### config.mk
export PLATFORM = sky130hd
export DESIGN_NAME = memory_access_stage
export DESIGN_NICKNAME = d
export VERILOG_FILES = /design/src/rtl/memory_access_stage.sv
export SDC_FILE = /design/constraint.sdc
export NUM_CORES = 1
export LEC_CHECK = 0
export CAP_MARGIN = 30
export CORE_ASPECT_RATIO = 1.5
export CORE_MARGIN = 5
export CORE_UTILIZATION = 30
export CTS_BUF_LIST = sky130_fd_sc_hd__clkbuf_16
export DETAILED_ROUTE_END_ITERATION = 10
export GPL_TIMING_DRIVEN = 0
export PLACE_DENSITY = 0.69
export RECOVER_POWER = 100
export REMOVE_ABC_BUFFERS = 1
export SLEW_MARGIN = 20
export SYNTH_ARGS = -nofsm -noshare
export SYNTH_HDL_FRONTEND = slang
export SYNTH_SLANG_ARGS = --single-unit
### constraint.sdc
create_clock -name clk -period 3.3 [get_ports clk]
set_input_delay 0.33 -clock clk [delete_from_list [all_inputs] [get_ports clk]]
set_output_delay 0.33 -clock clk [all_outputs]
set_load 0.01 [all_outputs]
### src/rtl/memory_access_stage.sv
// Pipeline MEM stage: runs loads/stores over a req/ack data-memory port, aligns store
// data, extends load data, and drives the registered write-back pipe register.
module memory_access_stage #(
    parameter int DATA_WIDTH     = 32,
    parameter int REG_ADDR_WIDTH = 5
) (
    input  logic                      clk,
    input  logic                      rst,
    input  logic                      exValid,
    input  logic                      exIsLoad,
    input  logic                      exIsStore,
    input  logic [1:0]                exMemSize,
    input  logic                      exUnsigned,
    input  logic [DATA_WIDTH-1:0]     exAddr,
    input  logic [DATA_WIDTH-1:0]     exStoreData,
    input  logic                      exRdWrite,
    input  logic [REG_ADDR_WIDTH-1:0] exRdAddr,
    input  logic                      flush,
    output logic                      stall,
    output logic                      dmemReq,
    output logic                      dmemWe,
    output logic [DATA_WIDTH-1:0]     dmemAddr,
    output logic [DATA_WIDTH-1:0]     dmemWData,
    output logic [3:0]                dmemBe,
    input  logic                      dmemAck,
    input  logic [DATA_WIDTH-1:0]     dmemRData,
    output logic                      wbValid,
    output logic                      wbRdWrite,
    output logic [REG_ADDR_WIDTH-1:0] wbRdAddr,
    output logic [DATA_WIDTH-1:0]     wbData,
    output logic                      wbMisaligned
);

    typedef enum logic {IDLE, BUSY} state_t;

    state_t                    state;
    logic                      isLoadQ;
    logic [1:0]                sizeQ;
    logic                      unsignedQ;
    logic [1:0]                addrLoQ;
    logic                      rdWriteQ;
    logic [REG_ADDR_WIDTH-1:0] rdAddrQ;
    logic                      killed;

    logic                  misaligned;
    logic [3:0]            beNext;
    logic [DATA_WIDTH-1:0] wdataNext;
    logic [7:0]            byteLane;
    logic [15:0]           halfLane;
    logic [DATA_WIDTH-1:0] loadData;

    assign stall = (state == BUSY);

    always_comb begin
        misaligned = 1'b0;
        beNext     = 4'b1111;
        wdataNext  = exStoreData;
        case (exMemSize)
            2'd0: begin
                beNext    = 4'b0001 << exAddr[1:0];
                wdataNext = {4{exStoreData[7:0]}};
            end
            2'd1: begin
                misaligned = exAddr[0];
                beNext     = 4'b0011 << exAddr[1:0];
                wdataNext  = {2{exStoreData[15:0]}};
            end
            2'd2:    misaligned = |exAddr[1:0];
            default: misaligned = 1'b1;
        endcase
    end

    always_comb begin
        byteLane = dmemRData[7:0];
        case (addrLoQ)
            2'd1:    byteLane = dmemRData[15:8];
            2'd2:    byteLane = dmemRData[23:16];
            2'd3:    byteLane = dmemRData[31:24];
            default: byteLane = dmemRData[7:0];
        endcase
        halfLane = addrLoQ[1] ? dmemRData[31:16] : dmemRData[15:0];
        case (sizeQ)
            2'd0:    loadData = unsignedQ ? {24'b0, byteLane} : {{24{byteLane[7]}}, byteLane};
            2'd1:    loadData = unsignedQ ? {16'b0, halfLane} : {{16{halfLane[15]}}, halfLane};
            default: loadData = dmemRData;
        endcase
    end

    always_ff @(posedge clk or negedge rst) begin
        if (!rst) begin
            state        <= IDLE;
            isLoadQ      <= 1'b0;
            sizeQ        <= '0;
            unsignedQ    <= 1'b0;
            addrLoQ      <= '0;
            rdWriteQ     <= 1'b0;
            rdAddrQ      <= '0;
            killed       <= 1'b0;
            dmemReq      <= 1'b0;
            dmemWe       <= 1'b0;
            dmemAddr     <= '0;
            dmemWData    <= '0;
            dmemBe       <= '0;
            wbValid      <= 1'b0;
            wbRdWrite    <= 1'b0;
            wbRdAddr     <= '0;
            wbData       <= '0;
            wbMisaligned <= 1'b0;
        end else begin
            // wb register defaults to an empty slot; branches below override it
            wbValid      <= 1'b0;
            wbRdWrite    <= 1'b0;
            wbRdAddr     <= '0;
            wbData       <= '0;
            wbMisaligned <= 1'b0;
            case (state)
                IDLE: begin
                    if (exValid && !flush) begin
                        if (!(exIsLoad || exIsStore)) begin
                            wbValid   <= 1'b1;
                            wbRdWrite <= exRdWrite;
                            wbRdAddr  <= exRdAddr;
                            wbData    <= exAddr;
                        end else if (misaligned) begin
                            wbValid      <= 1'b1;
                            wbRdAddr     <= exRdAddr;
                            wbMisaligned <= 1'b1;
                        end else begin
                            isLoadQ   <= exIsLoad;
                            sizeQ     <= exMemSize;
                            unsignedQ <= exUnsigned;
                            addrLoQ   <= exAddr[1:0];
                            rdWriteQ  <= exRdWrite;
                            rdAddrQ   <= exRdAddr;
                            killed    <= 1'b0;
                            dmemReq   <= 1'b1;
                            dmemWe    <= exIsStore;
                            dmemAddr  <= {exAddr[DATA_WIDTH-1:2], 2'b00};
                            dmemWData <= wdataNext;
                            dmemBe    <= beNext;
                            state     <= BUSY;
                        end
                    end
                end
                BUSY: begin
                    if (flush) killed <= 1'b1;
                    if (dmemAck) begin
                        // the bus op always completes; a flush only discards its result
                        dmemReq <= 1'b0;
                        killed  <= 1'b0;
                        state   <= IDLE;
                        if (!(killed || flush)) begin
                            wbValid  <= 1'b1;
                            wbRdAddr <= rdAddrQ;
                            if (isLoadQ) begin
                                wbRdWrite <= rdWriteQ;
                                wbData    <= loadData;
                            end
                        end
                    end
                end
                default: state <= IDLE;
            endcase
        end
    end

endmodule

==> impl_results.md <==
- Relative slew margins: 1.47%
- Worst-path clk slew: approximately 50 ps
- Horiz. Die Dim: 123 um
- Max Clock Skew: between 5 and 6 ps
- Top-level port count: 223
- Syn Inst Count: 478
- CTS tree: built
- CTS root buffer: clkbuf_16
- Slew @ Worst Pin: between 1000 and 1500 ps
- Via density: around 4.8
- Max H-tree Level: 4
- Ys async rst share: 100%
- Starting DRT DRC Count: 157
- Seq cells post-synth: 122
- Max-slew violation count: 0
- Critical Path Sink Type: flip-flop
- CTS sink count: between 100 and 150
- CORE AREA: 19000 um2
- Worst path required time: 3590 ps
- First-pass detailed-route iteration total: 5
- RSZ-0062 raised after global routing: no
- Total Power: 5.35 mW
- Share of cells above drive strength 1: 18.2%
- Mean Syn Cell Area: 12.0 um2
- Initial antenna violation count: 0
- Ys Warns: 0
- CTS buffer count: 17
- CTS Buffer Depth: 2
- Routability Congestion: between 0.7 and 0.8
- Critical path fanouts, max: 14
- Netlist cell types: 40
- Filler cells: around 1800
- Ant. Diodes: 0
- Area Growth Syn to Fin: 53.0%
- Fin crit share: approximately nine tenths
- Max IR drop VDD: 0.291 mV
- Outcome: complete, no violations
- Rows: 62
- Post-route insts no fill: 966
- Initial Utilization: 30.2%
- Pin count of the biggest net entering global routing: 67
- Die area: 22100 um2
- Via count: between 4000 and 5000
- Arrival time worst endpoint: 3240 ps
- Global-route wire length before repair: about 27 mm
- Clk Latency, worst-skew pair: 410 ps
- Fmax: about 340 MHz
- Total global-route track usage: 16.0%
- Max Cap Violations: 0
- Static leakage: 4.00 nW
- Worst hold path class: flip-flop to flip-flop
- Min cycle time layout: 2950 ps
- Placed cell count: a little over 900
- Pre-CTS WS: -673 ps
- Setup CP Type: input port to flip-flop
- GRT overflow: 0
- Startpoint Class: input port
- DRC viols: 0
- TNS Setup: 0 ps
- PnR worst setup slack: 347 ps
- Vias in the first global route: slightly below 5000
- P per Cell Area: 609 nW/um2
- Detailed Place HPWL: 12.9 mm
- Routed WL: 17.5 mm
- Antenna viol nets, final: 0
- EDFF count, synth: 0
- Wire length per cell: 18.1 um
- Mapped Area: 5740 um2
- Die H: about 180 um
- Fraction of the yosys area taken by sequential cells: 53.2%
- Port-buffer cells: 220
- Final Hold Viols: 0
- Top_reg_cell synth: dfrtp_1
- Final Setup Violations: 0
- Final net count: 809
- Hold slack: 470 ps
kinds of logic after synthesis:
logic type                share of synthesized area (%)
AOI/OAI and AO/OA                                  15.2
xor gates and xnor gates                          0.153
buffers and inverters                              5.47
DFF                                                53.2
muxes                                              19.6
other                                            0.0653
and+or+nand+nor                                    6.32
layout make-up:
class / instances / area, um2 / share of cell area (%)
well taps: 256 / 320 / 3.65
clock buffers: 17 / 425 / 4.85
multi-input cells: 298 / 2360 / 26.9
inverters: 17 / 63.8 / 0.727
clock inverters: 15 / 205 / 2.34
flip-flops and latches: 122 / 3050 / 34.8
repair buffers: 241 / 2350 / 26.7
report_power, final:
| part | internal (mW) | leakage (nW) | switching (mW) |
|---|---|---|---|
| Sequential | 1.78 | 1.54 | 0.212 |
| Clock | 1.33 | 0.307 | 0.683 |
| Combinational | 0.772 | 2.15 | 0.576 |
metrics by stage:
stage                     utilization, %  instance area (um2)
after floorplan                        -                 5490
after global placement              42.2                 8020
after detailed placement            43.1                 8190
after CTS                           46.4                 8830
after global routing                46.2                 8780
final                               46.2                 8780
what timing repair did:
action / in CTS / in global routing
buffers inserted: 0 / 2
pin swaps: 0 / 1
hold endpoints to repair: 56 / 0
resized for setup: 1 / 0
hold buffers: 1 / 0
setup endpoints to repair: 13 / 10
state kept, by name, summed over array words and instances (netlist names), 2 cells and up:
signal,flops
dmemWData,32
sizeQ,2
dmemBe,4
rdAddrQ,5
wbRdAddr,5
wbData,32
dmemAddr,30
addrLoQ,2
routing by layer:
| layer | wire, um | global-route usage, % | share of wire, % | up-vias |
|---|---|---|---|---|
| met3 | 1270 | 5.06 | 7.2 | 22 |
| met4 | 297 | 4.93 | 1.7 | 0 |
| li1 | - | - | - | 2190 |
| met5 | 0 | 0 | 0 | - |
| met1 | 6630 | 18.1 | 38 | 2234 |
| met2 | 9310 | 28.3 | 53 | 145 |
cell usage after synthesis, types with 11 or more instances:
master,count,share of area (%)
buf_2,11,0.96
a221o_2,16,3.1
mux2_2,61,12
mux2i_1,24,4.2
clkbuf_1,19,1.2
inv_1,17,1.1
a22o_1,13,2.0
o21ai_0,44,3.8
dfrtp_1,122,53
nor2_1,14,0.92
nand2_1,41,2.7
a21oi_1,27,2.4
path summary, 6_finish.rpt:
kind | start | end | slack [ps] | cells after the start
max | exMemSize[0] | dmemAddr[12] | 350 | 8
min | dmemWData[13] | dmemWData[13] | 470 | 2
max reg2reg | stall | wbData[18] | 380 | 4
min reg2reg | dmemWData[13] | dmemWData[13] | 470 | 2
max in group asynchronous | rst | sizeQ[1] | 730 | 3
min in group asynchronous | rst | wbValid | 790 | 2
worst max-delay path: stages:
cell           delay [ps]
dlygate4sd2_1         730
a21oi_1               170
o211ai_1              260
clkbuf_1              240
clkbuf_1              250
clkbuf_1              410
clkbuf_1              440
mux2_2                400
cell usage in the layout, fill, tap and decap left out, types with 4 or more instances in the layout:
cell | synthesis | routed
a21oi_1 | 27 | 27
a221o_1 | 7 | 7
a221o_2 | 16 | 16
a22o_1 | 13 | 13
buf_4 | 3 | 7
bufinv_16 | 0 | 5
clkbuf_1 | 19 | 8
clkbuf_16 | 0 | 17
clkdlybuf4s50_1 | 0 | 108
clkinv_1 | 0 | 4
dfrtp_1 | 122 | 121
dlygate4sd3_1 | 0 | 110
inv_1 | 17 | 17
mux2_2 | 61 | 61
mux2i_1 | 24 | 24
mux4_1 | 7 | 7
nand2_1 | 41 | 41
nor2_1 | 14 | 14
nor3_1 | 8 | 8
o21ai_0 | 44 | 44
o22ai_1 | 7 | 7
(Power assumes the default switching activity.)
